File: src/rtl/hazard_unit.sv
// Stall and forwarding control for the 5-stage MIPS pipeline, driven by Tuse/Tnew timing.
// Optional stall-cycle counter enabled by defining HAZARD_STALL_CNT_EN.
module hazard_unit #(
  parameter int TNEW_W = 3,
  parameter int REG_AW = 5
) (
  input  logic              clk,
  input  logic              reset,
  input  logic [REG_AW-1:0] d_rs,
  input  logic [REG_AW-1:0] d_rt,
  input  logic              d_tuse_rs0,
  input  logic              d_tuse_rs1,
  input  logic              d_tuse_rt0,
  input  logic              d_tuse_rt1,
  input  logic              d_tuse_rt2,
  input  logic              d_regwrite,
  input  logic [REG_AW-1:0] d_a3,
  input  logic [TNEW_W-1:0] d_tnew,
  output logic              stall,
  output logic [1:0]        fwd_d_rs,
  output logic [1:0]        fwd_d_rt,
  output logic [1:0]        fwd_e_rs,
  output logic [1:0]        fwd_e_rt,
  output logic [1:0]        fwd_m_rt,
  output logic [31:0]       stall_cnt
);

  localparam logic [1:0] FWD_GRF   = 2'd0;
  localparam logic [1:0] FWD_M     = 2'd1;
  localparam logic [1:0] FWD_W     = 2'd2;
  localparam logic [1:0] FWD_E_PC8 = 2'd3;

  logic [REG_AW-1:0] e_rs_q, e_rt_q, e_a3_q, m_rt_q, m_a3_q, w_a3_q;
  logic [REG_AW-1:0] e_rs_d, e_rt_d, e_a3_d, m_rt_d, m_a3_d, w_a3_d;
  logic [TNEW_W-1:0] e_tnew_q, m_tnew_q, e_tnew_d, m_tnew_d;
  logic              e_we_q, m_we_q, w_we_q, e_we_d, m_we_d, w_we_d;

  logic              rs_used, rt_used, stall_rs, stall_rt;
  logic [TNEW_W-1:0] tuse_rs, tuse_rt;

  // Register $0 is hardwired, so it never produces a dependency.
  function automatic logic hit(input logic we, input logic [REG_AW-1:0] a3,
                               input logic [REG_AW-1:0] src);
    return we && (a3 == src) && (src != '0);
  endfunction

  function automatic logic [1:0] sel_d(input logic [REG_AW-1:0] src,
                                       input logic e_we, input logic [REG_AW-1:0] e_a3,
                                       input logic [TNEW_W-1:0] e_tnew,
                                       input logic m_we, input logic [REG_AW-1:0] m_a3,
                                       input logic [TNEW_W-1:0] m_tnew,
                                       input logic w_we, input logic [REG_AW-1:0] w_a3);
    if (hit(e_we, e_a3, src))      return (e_tnew == '0) ? FWD_E_PC8 : FWD_GRF;
    else if (hit(m_we, m_a3, src)) return (m_tnew == '0) ? FWD_M : FWD_GRF;
    else if (hit(w_we, w_a3, src)) return FWD_W;
    else                           return FWD_GRF;
  endfunction

  function automatic logic [1:0] sel_e(input logic [REG_AW-1:0] src,
                                       input logic m_we, input logic [REG_AW-1:0] m_a3,
                                       input logic [TNEW_W-1:0] m_tnew,
                                       input logic w_we, input logic [REG_AW-1:0] w_a3);
    if (hit(m_we, m_a3, src))      return (m_tnew == '0) ? FWD_M : FWD_GRF;
    else if (hit(w_we, w_a3, src)) return FWD_W;
    else                           return FWD_GRF;
  endfunction

  // D stage: Tuse decode and stall detection against the in-flight producers
  always_comb begin
    rs_used  = d_tuse_rs0 | d_tuse_rs1;
    tuse_rs  = d_tuse_rs0 ? TNEW_W'(0) : TNEW_W'(1);
    rt_used  = d_tuse_rt0 | d_tuse_rt1 | d_tuse_rt2;
    tuse_rt  = d_tuse_rt0 ? TNEW_W'(0) : (d_tuse_rt1 ? TNEW_W'(1) : TNEW_W'(2));
    stall_rs = rs_used &&
               ((hit(e_we_q, e_a3_q, d_rs) && (e_tnew_q > tuse_rs)) ||
                (hit(m_we_q, m_a3_q, d_rs) && (m_tnew_q > tuse_rs)));
    stall_rt = rt_used &&
               ((hit(e_we_q, e_a3_q, d_rt) && (e_tnew_q > tuse_rt)) ||
                (hit(m_we_q, m_a3_q, d_rt) && (m_tnew_q > tuse_rt)));
    stall    = stall_rs | stall_rt;
  end

  always_comb begin
    fwd_d_rs = sel_d(d_rs, e_we_q, e_a3_q, e_tnew_q, m_we_q, m_a3_q, m_tnew_q, w_we_q, w_a3_q);
    fwd_d_rt = sel_d(d_rt, e_we_q, e_a3_q, e_tnew_q, m_we_q, m_a3_q, m_tnew_q, w_we_q, w_a3_q);
    fwd_e_rs = sel_e(e_rs_q, m_we_q, m_a3_q, m_tnew_q, w_we_q, w_a3_q);
    fwd_e_rt = sel_e(e_rt_q, m_we_q, m_a3_q, m_tnew_q, w_we_q, w_a3_q);
    fwd_m_rt = hit(w_we_q, w_a3_q, m_rt_q) ? FWD_W : FWD_GRF;
  end

  // D -> E boundary: a stall injects a bubble
  always_comb begin
    e_rs_d   = stall ? '0 : d_rs;
    e_rt_d   = stall ? '0 : d_rt;
    e_a3_d   = stall ? '0 : d_a3;
    e_tnew_d = stall ? '0 : d_tnew;
    e_we_d   = stall ? 1'b0 : d_regwrite;
    m_rt_d   = e_rt_q;
    m_a3_d   = e_a3_q;
    m_tnew_d = (e_tnew_q == '0) ? '0 : e_tnew_q - TNEW_W'(1);
    m_we_d   = e_we_q;
    w_a3_d   = m_a3_q;
    w_we_d   = m_we_q;
  end

  // E -> M -> W boundaries
  always_ff @(posedge clk) begin
    if (reset) begin
      e_rs_q   <= '0;
      e_rt_q   <= '0;
      e_a3_q   <= '0;
      e_tnew_q <= '0;
      e_we_q   <= 1'b0;
      m_rt_q   <= '0;
      m_a3_q   <= '0;
      m_tnew_q <= '0;
      m_we_q   <= 1'b0;
      w_a3_q   <= '0;
      w_we_q   <= 1'b0;
    end else begin
      e_rs_q   <= e_rs_d;
      e_rt_q   <= e_rt_d;
      e_a3_q   <= e_a3_d;
      e_tnew_q <= e_tnew_d;
      e_we_q   <= e_we_d;
      m_rt_q   <= m_rt_d;
      m_a3_q   <= m_a3_d;
      m_tnew_q <= m_tnew_d;
      m_we_q   <= m_we_d;
      w_a3_q   <= w_a3_d;
      w_we_q   <= w_we_d;
    end
  end

`ifdef HAZARD_STALL_CNT_EN
  logic [31:0] stall_cnt_q, stall_cnt_d;

  assign stall_cnt_d = stall_cnt_q + 32'd1;

  always_ff @(posedge clk) begin
    if (reset)      stall_cnt_q <= '0;
    else if (stall) stall_cnt_q <= stall_cnt_d;
  end

  assign stall_cnt = stall_cnt_q;
`else
  assign stall_cnt = '0;
`endif

endmodule
File: config.mk
export PLATFORM = sky130hd
export DESIGN_NAME = hazard_unit
export DESIGN_NICKNAME = d
export VERILOG_FILES = /design/src/rtl/hazard_unit.sv
export SDC_FILE = /design/constraint.sdc
export NUM_CORES = 1
export LEC_CHECK = 0
export CAP_MARGIN = 10
export CORE_MARGIN = 5
export CORE_UTILIZATION = 49
export CTS_CLUSTER_SIZE = 28
export DETAILED_ROUTE_END_ITERATION = 12
export GPL_ROUTABILITY_DRIVEN = 0
export HOLD_SLACK_MARGIN = 0.06
export PLACE_DENSITY = 0.83
export SLEW_MARGIN = 20
export SYNTH_ARGS = -nofsm -noshare
export SYNTH_HDL_FRONTEND = slang
export SYNTH_SLANG_ARGS = --single-unit
File: constraint.sdc
create_clock -name clk -period 4.35 [get_ports clk]
set_input_delay 1.305 -clock clk [delete_from_list [all_inputs] [get_ports clk]]
set_output_delay 1.305 -clock clk [all_outputs]
set_load 0.005 [all_outputs]
; ---- Yosys cells after proc, flatten, opt, wreduce, memory -nomap -nowiden
; Cells that the tools add are included.
[op_classes]
n_eq_ne = 11
order_cmp = 4
bitwise_logic = 4
n_reduce_logical = 39
addsub = 1
mux = 16
[op_table]
columns = operator, count
row1 = 5-bit equality test, 11
row2 = 1-bit logical AND, 28
row3 = 2-bit two-way mux, 14
row4 = 5-bit nonzero test, 5
row5 = 3-bit by 1-bit > comparator with 1-bit output, 2
row6 = 3-bit by 2-bit > comparator with 1-bit output, 2
row7 = 3-bit zero test, 2
row8 = 1-bit bitwise OR, 4
row9 = 2-bit OR reduction, 2
row10 = "3-bit by 1-bit subtractor with 3-bit output, second input constant", 1
row11 = 1-bit logical OR, 2
row12 = 1-bit two-way mux, 2
[totals]
word_cells = 86
regBits = 39
input_bits = 26
out_inout_bits = 43

; ---- Logic depth before layout (Yosys ltp)
; Gate-level depths: netlist of the first run.
[depth]
depth_word = 8
depth_mapped = 8
depth_no_buf = 7

; ---- Worst setup path after synthesis of the first run
; No wires, ideal clock.
[synth_timing]
kind = input port to output port
from = input port d_tuse_rt0
to = output port stall
setup_slack_ps = 314
required_time_ps = 3045
stages = 8
path_buffers = 1
t_arrival_ps = 2731
path_cell_list = or2_2 -> ha_1 -> nor2b_1 -> a2bb2oi_1 -> o21ai_2 -> o211ai_2 -> buf_6 -> or2_1
[synth_via]
elab_chain_len = 6
elab_cells_between_ends = 10
classes_between = 2 x order compare / 1 x mux / 3 x bitwise / 4 x reduce/logical
[synth_lines]
columns = item, line_no
row1 = from (decl), 13  ; input logic d_tuse_rt0,
row2 = 2-bit two-way mux, 73  ; tuse_rt = d_tuse_rt0 ? TNEW_W'(0) : (d_tuse_rt1 ? TNEW_W'(1) : TNEW_W'(2));
row3 = "3-bit by 2-bit > comparator with 1-bit output, on equally long branches", "78, 79"
row4 = "1-bit logical AND, on equally long branches", "78, 79"
row5 = 1-bit logical OR, 78  ; ((hit(e_we_q, e_a3_q, d_rt) && (e_tnew_q > tuse_rt)) ||
row6 = 1-bit logical AND *, 77  ; stall_rt = rt_used &&
row7 = 1-bit bitwise OR *, 80  ; stall = stall_rs | stall_rt;
row8 = to (decl), 19  ; output logic stall,
; Mark *: on every way between the ends. The rest lies on a longest branch, timed or not.

; ---- Worst setup path after layout of the first run
[layout_timing]
from = input port d_rs[1]
to = output port fwd_d_rs[0]
[layout_via]
elab_chain_len = 5
elab_cells_between_ends = 9
classes_between = 2 x eq/ne / 2 x mux / 5 x reduce/logical
[layout_lines]
columns = item, line_no
row1 = from (decl), 9  ; input logic [REG_AW-1:0] d_rs,
row2 = 5-bit equality test, 44  ; return we && (a3 == src) && (src != '0);
row3 = 1-bit logical AND (2 in series), 44
row4 = 2-bit two-way mux, 54  ; else if (hit(m_we, m_a3, src)) return (m_tnew == '0) ? FWD_M : FWD_GRF;
row5 = 2-bit two-way mux *, 53  ; if (hit(e_we, e_a3, src)) return (e_tnew == '0) ? FWD_E_PC8 : FWD_GRF;
row6 = to (decl), 20  ; output logic [1:0] fwd_d_rs,
; Marked as above.

==> impl_metrics.yaml, run 1 <==
clock_network:
  clkSinkCount: 39
  ctsRootBufferMaster: "clkbuf_8"
  cts_buffers: 5
  htree_levels: 2
  clkTransAtPathRegs_ns: 0.07
  ctsHoldBuffers: 0
  worstSkewPairLatency_ns: 0.29
  cts_tree: "done"
  ctsLongestPathBuffers: 2
global_routing:
  first_global_vias: 1915
  antenna_found_initial: 0
  grt-ovfl-total: 0
  grt_max_degree: 25
  grt_pass1_wl_um: 9040
  grt_usage_pct: 17.7
layout:
  num_antenna_cells: 0
  post-route-cell-area_um2: 3120
  nFillCells: 431
  layout_common_cells: "dfxtp_1 (39), conb_1 (33), xnor2_1 (32)"
  final_common_cell: "dfxtp_1"
  syn_to_final_growth_pct: 21.0
  drive_gt1_share_pct: 23.0
  utilization_pct: 61.1
  nets: 348
route:
  viasPerCell: 5.15
  wl_per_cell_um: 15.1
  drc: 0
  via_count: 1972
  wl_um: 5780
  antenna_left: 0
  drtPass1Iterations: 4
  dr.first_iter.drc_count: 62
power_and_ir_drop:
  peakVddDrop_v: 0.000206
  finalPower_uw: 789
  pwr_density_cell_nw_per_um2: 253
  p_leak_nw: 1.25
worst_setup_path:
  worstSetupPathType: "primary input to output pin"
  required_ns: 3.04
  end_kind: "output pin"
  path_cells: "dlygate4sd2_1 -> xnor2_1 -> nand4_1 -> or3_4 -> or4_1 -> o21ai_1 -> clkdlybuf4s15_1"
  cp.arrival_ns: 3.06
  path_max_fanout: 3
  startpoint_type: "primary input"
  crit_slowest_cell: "or4_1"
  slowest_delay_ns: 0.40
floorplanning:
  rows: 26
  dieArea_um2: 6810
  initial_core_util_pct: 50.5
  coreArea_um2: 5110
  die_x_um: 82.5
  die_y_um: 82.5
  io_pins: 69
sta:
  fin_crit_sh_pct: 100
  setup_ws_ns: -0.0119
  finalSetupTns_ns: -0.0119
  setup_viol: 1
  timing_hold_violations_final: 0
  slew_violations: 0
  worst_clock_skew_ns: 0.00988
  worst_pin_slew_ns: 0.819
  finalCriticalPeriod_ns: 4.36
  timing.fmax_mhz: 229
  slew_headroom_pct: 45.2
synthesis:
  yosysWarnings: 0
  synth-edff-count: 0
  yosysTopAreaCell: "dfxtp_1"
  synth_top_area_share_pct: 30.3
  netlist_top_cells_area: "dfxtp_1 (30%), xnor2_1 (11%), nor4b_2 (11%), buf_4 (9.9%), xor2_1 (7.1%)"
  syn-cell-area_um2: 2580
  ys_ff_latch: 39
  ys_seq_area_share_pct: 30.3
  postSynthAreaPerCell_um2: 9.62
  synthDistinctLibCells: 35
  async_flop_share_pct: 0
  syn_inst: 268
  synth_ff_type: "dfxtp_1"
placed_design:
  dp_hpwl_um: 4320
  port-buffer-count: 35
  placed_cell_area_um2: 2930
run:
  cap_violations: 0
status:
  status: "finished, violations left"
  violations: "setup timing"
worst_hold_path:
  hp-class: "register to register"
==> final cells by class <==
| type | count | area, um^2 | share of cell area, % |
|---|---|---|---|
| Timing Repair Buffer | 59 | 519 | 16.6 |
| Inverter | 4 | 15.0 | 0.481 |
| Clock inverter | 1 | 7.51 | 0.241 |
| Tap cell | 70 | 87.6 | 2.81 |
| Clock buffer | 5 | 68.8 | 2.21 |
| Multi-Input combinational cell | 205 | 1640 | 52.6 |
| Sequential cell | 39 | 781 | 25.0 |
==> cells in the mapped netlist, types with 3 or more instances <==
cell type and number:
dfxtp_1 39, buf_4 34, xnor2_1 33, nor2b_1 21
xor2_1 21, nor4b_2 19, clkbuf_1 11, nor4_1 10
ha_1 8, nand4_1 8, nor2_1 8, or4_1 7
nand2_1 6, buf_6 5, nor3_1 5, inv_1 4
a21oi_1 3, nand3_1 3, o21ai_1 3
==> worst paths after layout <==
kind	depth (start not counted)	from	to	slack (ns)
setup / recovery	7	d_rs[1]	fwd_d_rs[0]	-0.01
setup reg to reg	10	e_tnew_q[0]	e_rs_q[3]	2.01
hold reg to reg	1	e_tnew_q[0]	m_tnew_q[0]	0.42
hold / removal	1	e_tnew_q[0]	m_tnew_q[0]	0.42
==> worst max-delay path, delay by kind of cell <==
kind / cells / cell delay, ns
AOI/OAI and AO/OA: 1 / 0.14
buffers and inverters: 2 / 0.49
xor gates and xnor gates: 1 / 0.19
and+or+nand+nor: 3 / 0.92
==> registers in the layout (all words and copies together) (netlist names) <==
register	count
w_a3_q	5
m_a3_q	5
w_we_q	1
e_a3_q	5
e_rs_q	5
e_tnew_q	3
e_we_q	1
m_we_q	1
m_tnew_q	3
m_rt_q	5
e_rt_q	5
==> logic make-up (layout without fill, tap and decap cells) <==
kind of cell | Yosys count | count (layout) | synth area share [%]
compound gates | 13 | 13 | 3.69
xor+xnor | 54 | 54 | 18.3
fa+ha+maj | 8 | 8 | 3.88
buf+inv | 56 | 69 | 14.9
flops | 39 | 39 | 30.3
mux | 1 | 1 | 0.388
other cells | 1 | 33 | 0.145
simple gates | 96 | 96 | 28.4
==> per-layer routing <==
layer / track usage, % / wire, um / up-vias
met4: 6.37 / 96 / 0
met3: 3.47 / 388 / 10
met5: 0 / 0 / -
li1: - / - / 947
met2: 31.2 / 2910 / 76
met1: 21.2 / 2390 / 939
==> where the power goes <==
| part | internal (mW) | switching, mW |
|---|---|---|
| registers | 0.375 | 0.0251 |
| logic | 0.0926 | 0.0732 |
| clock network | 0.106 | 0.117 |
| total | 0.574 | 0.215 |
==> repair_timing <==
action / 4_1_cts / 5_1_grt
setup endpoints to repair: 5 / 4
pin swaps: 17 / 9
gates resized for setup: 36 / 13
endpoints found under the hold margin: 0 / 0
setup buffers: 4 / 1
==> stage by stage <==
step	std cells	hold slack, ns	setup slack (ns)
after floorplan	300	0.397	0.314
after global placement	372	0.412	-0.516
after detailed placement	372	0.410	-0.523
after CTS	382	0.420	0.000568
after global routing	383	0.442	-0.0616
final	383	0.422	-0.0119
Note: power is estimated with default switching activity, not from simulation.
==> run 2: changes to the inputs <==
--- a/config.mk
+++ b/config.mk
@@ -6,6 +6,7 @@
 export NUM_CORES = 1
 export LEC_CHECK = 0
 export CAP_MARGIN = 10
+export CORE_ASPECT_RATIO = 0.8
 export CORE_MARGIN = 5
 export CORE_UTILIZATION = 49
 export CTS_CLUSTER_SIZE = 28
@@ -13,6 +14,7 @@
 export GPL_ROUTABILITY_DRIVEN = 0
 export HOLD_SLACK_MARGIN = 0.06
 export PLACE_DENSITY = 0.83
+export SKIP_LAST_GASP = 1
 export SLEW_MARGIN = 20
 export SYNTH_ARGS = -nofsm -noshare
 export SYNTH_HDL_FRONTEND = slang
==> run 2 against run 1 <==
The run now ends clean. Maximum frequency is 2.2% higher. Combinational power decreased by 5%. Final area shrank 0.84%. Clock power up 43%. Largest cell class unchanged.
==> impl_metrics.yaml, run 2 (synthesis gave the netlist of run 1 again) <==
clock_network:
  ctsRootBufferMaster: "clkbuf_8"
  ctsLongestPathBuffers: 2
  worstSkewPairLatency_ns: 0.30
  cts_buffers: 5
  htree_levels: 2
  cts_tree: "done"
  clkSinkCount: 39
  ctsHoldBuffers: 0
  clkTransAtPathRegs_ns: 0.08
floorplanning:
  dieArea_um2: 6820
  die_y_um: 74.9
  rows: 23
  initial_core_util_pct: 50.9
  coreArea_um2: 5060
  io_pins: 69
  die_x_um: 91.1
worst_setup_path:
  reg2reg_depth: 8
  critPathLaunch: "d_rt[4]"
  required_ns: 3.04
  path_max_fanout: 4
  worstSetupPathType: "primary input to output pin"
  startpoint_type: "primary input"
  reg2reg_to: "e_we_q"
  r2r_slack_ns: 2.32
  cp.arrival_ns: 2.96
  end_kind: "output pin"
  reg2reg_from: "e_tnew_q[0]"
  critPathCapture: "stall"
global_routing:
  globalRouteMet1Util_pct: 20.7
  grt_usage_pct: 16.7
  grt_max_degree: 31
  grt_pass1_wl_um: 9030
  grt_busiest_layer: "met2"
  first_global_vias: 1876
  met2_usage_pct: 27.8
  antenna_found_initial: 0
  grt-ovfl-total: 0
  grt_use_met3_pct: 5.39
sta:
  timing.fmax_mhz: 234
  worst_pin_slew_ns: 0.552
  worst_clock_skew_ns: 0.00912
  rsz0062_at_grt: "false"
  fin_crit_sh_pct: 98.1
  slew_violations: 0
  holdWs_ns: 0.421
  setup_viol: 0
  slew_headroom_pct: 63.1
  timing_hold_violations_final: 0
  finalSetupTns_ns: 0
  finalCriticalPeriod_ns: 4.27
power_and_ir_drop:
  peakVddDrop_v: 0.000204
  pwr_density_cell_nw_per_um2: 283
  finalPower_uw: 876
  p_leak_nw: 1.29
route:
  drc: 0
  viasPerCell: 5.12
  drtPass1Iterations: 4
  wl_um: 5780
  wl_per_cell_um: 15.3
  antenna_left: 0
  via_count: 1935
  dr.first_iter.drc_count: 135
worst_hold_path:
  hp-class: "register to register"
status:
  status: "finished, final reports clean"
layout:
  final_cells: 378
  layout_common_cells: "dfxtp_1 (39), xnor2_1 (33), conb_1 (33)"
  syn_to_final_growth_pct: 20.0
  num_antenna_cells: 0
  final_common_cell: "dfxtp_1"
  drive_gt1_share_pct: 22.5
  utilization_pct: 61.1
  nets: 349
placed_design:
  post-place-cells: 366
  dp_hpwl_um: 4340
  port-buffer-count: 35
run:
  cap_violations: 0
[run 2: area by class of cell]
type / count / area, um^2
flip-flops and latches: 39 / 781
fillers: 421 / 1970
inverters: 4 / 15.0
well taps: 62 / 77.6
multi-input cells: 205 / 1590
repair buffers: 60 / 512
clock buffers: 6 / 82.6
clock inverters: 2 / 35.0
[run 2: worst min-delay path by stage]
| stage | start | slack [ns] | depth (start not counted) | to |
|---|---|---|---|---|
| 2_1_floorplan | e_tnew_q[0] | 0.40 | 1 | m_tnew_q[0] |
| 3_3_place_gp | e_tnew_q[0] | 0.41 | 1 | m_tnew_q[0] |
| 3_5_place_dp | e_tnew_q[0] | 0.41 | 1 | m_tnew_q[0] |
| 4_1_cts | e_tnew_q[0] | 0.42 | 1 | m_tnew_q[0] |
| 5_1_grt | e_tnew_q[0] | 0.45 | 1 | m_tnew_q[0] |
| 6_report | e_tnew_q[0] | 0.42 | 1 | m_tnew_q[0] |
[run 2: metal layers]
layer  routed length, um  vias up  share of wire [%]
li1                    -      944                  -
met1                2540      897                 44
met2                2650       80                 46
met3                 463       14                8.0
met4                 123        0                2.1
met5                   0        -                  0
[run 2: metrics by stage]
stage	setup WS (ns)	instance area, um^2
finish	0.0827	3090
global route	0.0261	3090
CTS	-0.186	3070
detailed placement	-0.492	2920
global placement	-0.487	2920
floorplan	0.314	2700
[run 2: worst max-delay path, stage by stage]
cell and delay [ns]:
dlygate4sd2_1 0.30, or4_4 0.58, o22a_1 0.23, o21ai_2 0.08, o211ai_2 0.09, or2_1 0.24, buf_2 0.13
[run 2: what timing repair did]
action / CTS / global route
pin swaps: 7 / 15
hold endpoints to repair: 0 / 0
gates resized for setup: 25 / 17
setup endpoints to repair: 5 / 4
buffers inserted: 2 / 2
[run 2: report_power, final]
part	switching [mW]	internal, mW	total [mW]
combinational	0.0697	0.0887	0.158
sequential	0.0243	0.375	0.399
clock	0.133	0.186	0.318
total	0.227	0.649	0.876
==> run 3: changes to the inputs <==
--- a/config.mk
+++ b/config.mk
@@ -5,6 +5,7 @@
 export SDC_FILE = /design/constraint.sdc
 export NUM_CORES = 1
 export LEC_CHECK = 0
+export ABC_AREA = 0
 export CAP_MARGIN = 10
 export CORE_ASPECT_RATIO = 0.8
 export CORE_MARGIN = 5
@@ -14,6 +15,7 @@
 export GPL_ROUTABILITY_DRIVEN = 0
 export HOLD_SLACK_MARGIN = 0.06
 export PLACE_DENSITY = 0.83
+export REMOVE_ABC_BUFFERS = 1
 export SKIP_LAST_GASP = 1
 export SLEW_MARGIN = 20
 export SYNTH_ARGS = -nofsm -noshare
==> run 3 against run 2 <==
Cell count shrank 1.3%. Final area shrank 0.24%. Clock skew shrank 0.0057 ns. The run now ends with setup timing left. Wire length grew 9.7%. Highest routed layer unchanged. Power shrank 8.8%. Sequential power is essentially flat. Worst setup slack lost 0.085 ns. Global-route usage grew 1.6 points. Largest cell class unchanged. Via count grew 1.4%. Hold slack lost 0.0015 ns.
==> impl_metrics.yaml, run 3 (synthesis gave the netlist of run 1 again) <==
status:
  status: "finished, violations left"
  violations: "setup timing"
sta:
  fin_crit_sh_pct: 100
  worst_clock_skew_ns: 0.00344
  slew_violations: 0
  timing.fmax_mhz: 230
  rsz0062_at_grt: "true"
  setup_ws_ns: -0.00198
  finalCriticalPeriod_ns: 4.35
  worst_pin_slew_ns: 0.521
  slew_headroom_pct: 65.3
  setup_viol: 1
  timing_hold_violations_final: 0
worst_setup_path:
  startpoint_type: "primary input"
  cp.arrival_ns: 3.05
  path_cells: "clkdlybuf4s50_1 -> or4_4 -> o22a_1 -> o21ai_2 -> o211ai_2 -> or2_1 -> buf_2"
  end_kind: "output pin"
  crit_family: "simple AND/OR/NAND/NOR gates"
  path_buf_inv: 2
  worstSetupPathType: "primary input to output pin"
  required_ns: 3.04
  crit_slowest_cell: "or4_4"
  slowest_delay_ns: 0.52
  path_max_fanout: 2
layout:
  drive_gt1_share_pct: 23.8
  nFillCells: 410
  num_antenna_cells: 0
  final_common_cell: "dfxtp_1"
  nets: 344
  syn_to_final_growth_pct: 19.7
  layout_common_cells: "dfxtp_1 (39), conb_1 (33), xnor2_1 (29)"
  utilization_pct: 60.9
route:
  viasPerCell: 5.26
  drc: 0
  via_count: 1963
  dr.first_iter.drc_count: 201
  wl_per_cell_um: 17.0
  wl_um: 6340
  antenna_left: 0
  drtPass1Iterations: 4
power_and_ir_drop:
  p_seq_share_pct: 50.2
  swShare_pct: 27.7
  p_int_uw: 578
  p_leak_nw: 1.25
  clockPowerShare_pct: 29.2
  finalPower_uw: 799
  switchingPower_uw: 221
  pwr_density_cell_nw_per_um2: 259
  combPwrFrac_pct: 20.6
  peakVddDrop_v: 0.000214
global_routing:
  first_global_vias: 1963
  grt-ovfl-total: 0
  grt_max_degree: 40
  antenna_found_initial: 0
  grt_usage_pct: 18.4
  grt_pass1_wl_um: 9720
floorplanning:
  dieArea_um2: 6820
  io_pins: 69
  coreArea_um2: 5060
  initial_core_util_pct: 50.9
  die_x_um: 91.1
  rows: 23
  die_y_um: 74.9
worst_hold_path:
  hp-class: "register to register"
placed_design:
  port-buffer-count: 35
  dp_hpwl_um: 4590
clock_network:
  clkSinkCount: 39
  htree_levels: 2
  cts_buffers: 5
  ctsRootBufferMaster: "clkbuf_8"
  cts_tree: "done"
  ctsLongestPathBuffers: 2
  worstSkewPairLatency_ns: 0.29
  clkTransAtPathRegs_ns: 0.07
run:
  cap_violations: 0
## run 3: changes by cell type in the layout (fill, tap and decap cells not counted), sizes merged
cell | previous run | this run
bufinv | 1 | 0
clkdlybuf4s15 | 0 | 5
dlymetal6s2s | 4 | 3
clkdlybuf4s50 | 17 | 18
dlygate4sd2 | 8 | 5
buf | 27 | 22
clkbuf | 10 | 9
## run 3: routing by layer
metal  vias up  wire length (um)  GRT usage, %
met1       938              2670          22.0
met3        13               399          4.40
met4         0               139          7.17
met2        79              3130          32.5
met5         -                 0             0
li1        933                 -             -
## run 3: stage by stage
step | setup TNS, ns | instances | hold slack (ns) | area, um^2 | setup WS, ns
6_report | -0.00198 | 373 | 0.419 | 3090 | -0.00198
5_1_grt | -0.0218 | 373 | 0.457 | 3090 | -0.0218
4_1_cts | -0.0953 | 372 | 0.423 | 3050 | -0.0953
3_5_place_dp | -2.40 | 363 | 0.413 | 2900 | -0.582
3_3_place_gp | -2.12 | 363 | 0.408 | 2900 | -0.501
2_1_floorplan | -0.572 | 248 | 0.397 | 2330 | -0.572
## run 3: power by group through the flow
stage | clock [mW] | combinational (mW) | sequential (mW)
detailed placement | 0 | 0.152 | 0.407
global route | 0.253 | 0.179 | 0.404
CTS | 0.239 | 0.159 | 0.400
floorplan | 0 | 0.0879 | 0.400
finish | 0.233 | 0.164 | 0.401
global placement | 0 | 0.146 | 0.406
## run 3: worst reg2reg max path, delay by kind of cell, from the launching register on
family,cells,cell delay [ns]
AND/OR/NAND/NOR,3,0.72
AO/OA/AOI/OAI,2,0.17
flip-flops,1,0.33
adder cells (fa/ha/maj),1,0.28
buffers and inverters,3,0.54
## run 3: final cells by class
type                    instances  area, um^2  area share [%]
clock buffers                   7        76.3            2.47
clock inverters                 1        5.00           0.162
inverters                       4        15.0           0.487
multi-input cells             205        1640            53.3
flip-flops and latches         39         781            25.3
well taps                      62        77.6            2.51
repair buffers                 55         487            15.8
## run 3: what timing repair did
item / CTS / global route
setup endpoints to repair: 5 / 4
gates resized for setup: 39 / 16
pin swaps: 16 / 16
buffers inserted: 1 / 1
hold buffers: 0 / 0
gates cloned: 0 / 0
## run 3: path summary, 6_finish.rpt
check	startpoint	to	slack [ns]	cells after the start
setup / recovery	d_rt[1]	stall	-0.002	7
hold / removal	e_tnew_q[0]	m_tnew_q[0]	0.42	1
setup reg to reg	e_tnew_q[0]	e_rs_q[2]	2.16	9
hold reg to reg	e_tnew_q[0]	m_tnew_q[0]	0.42	1
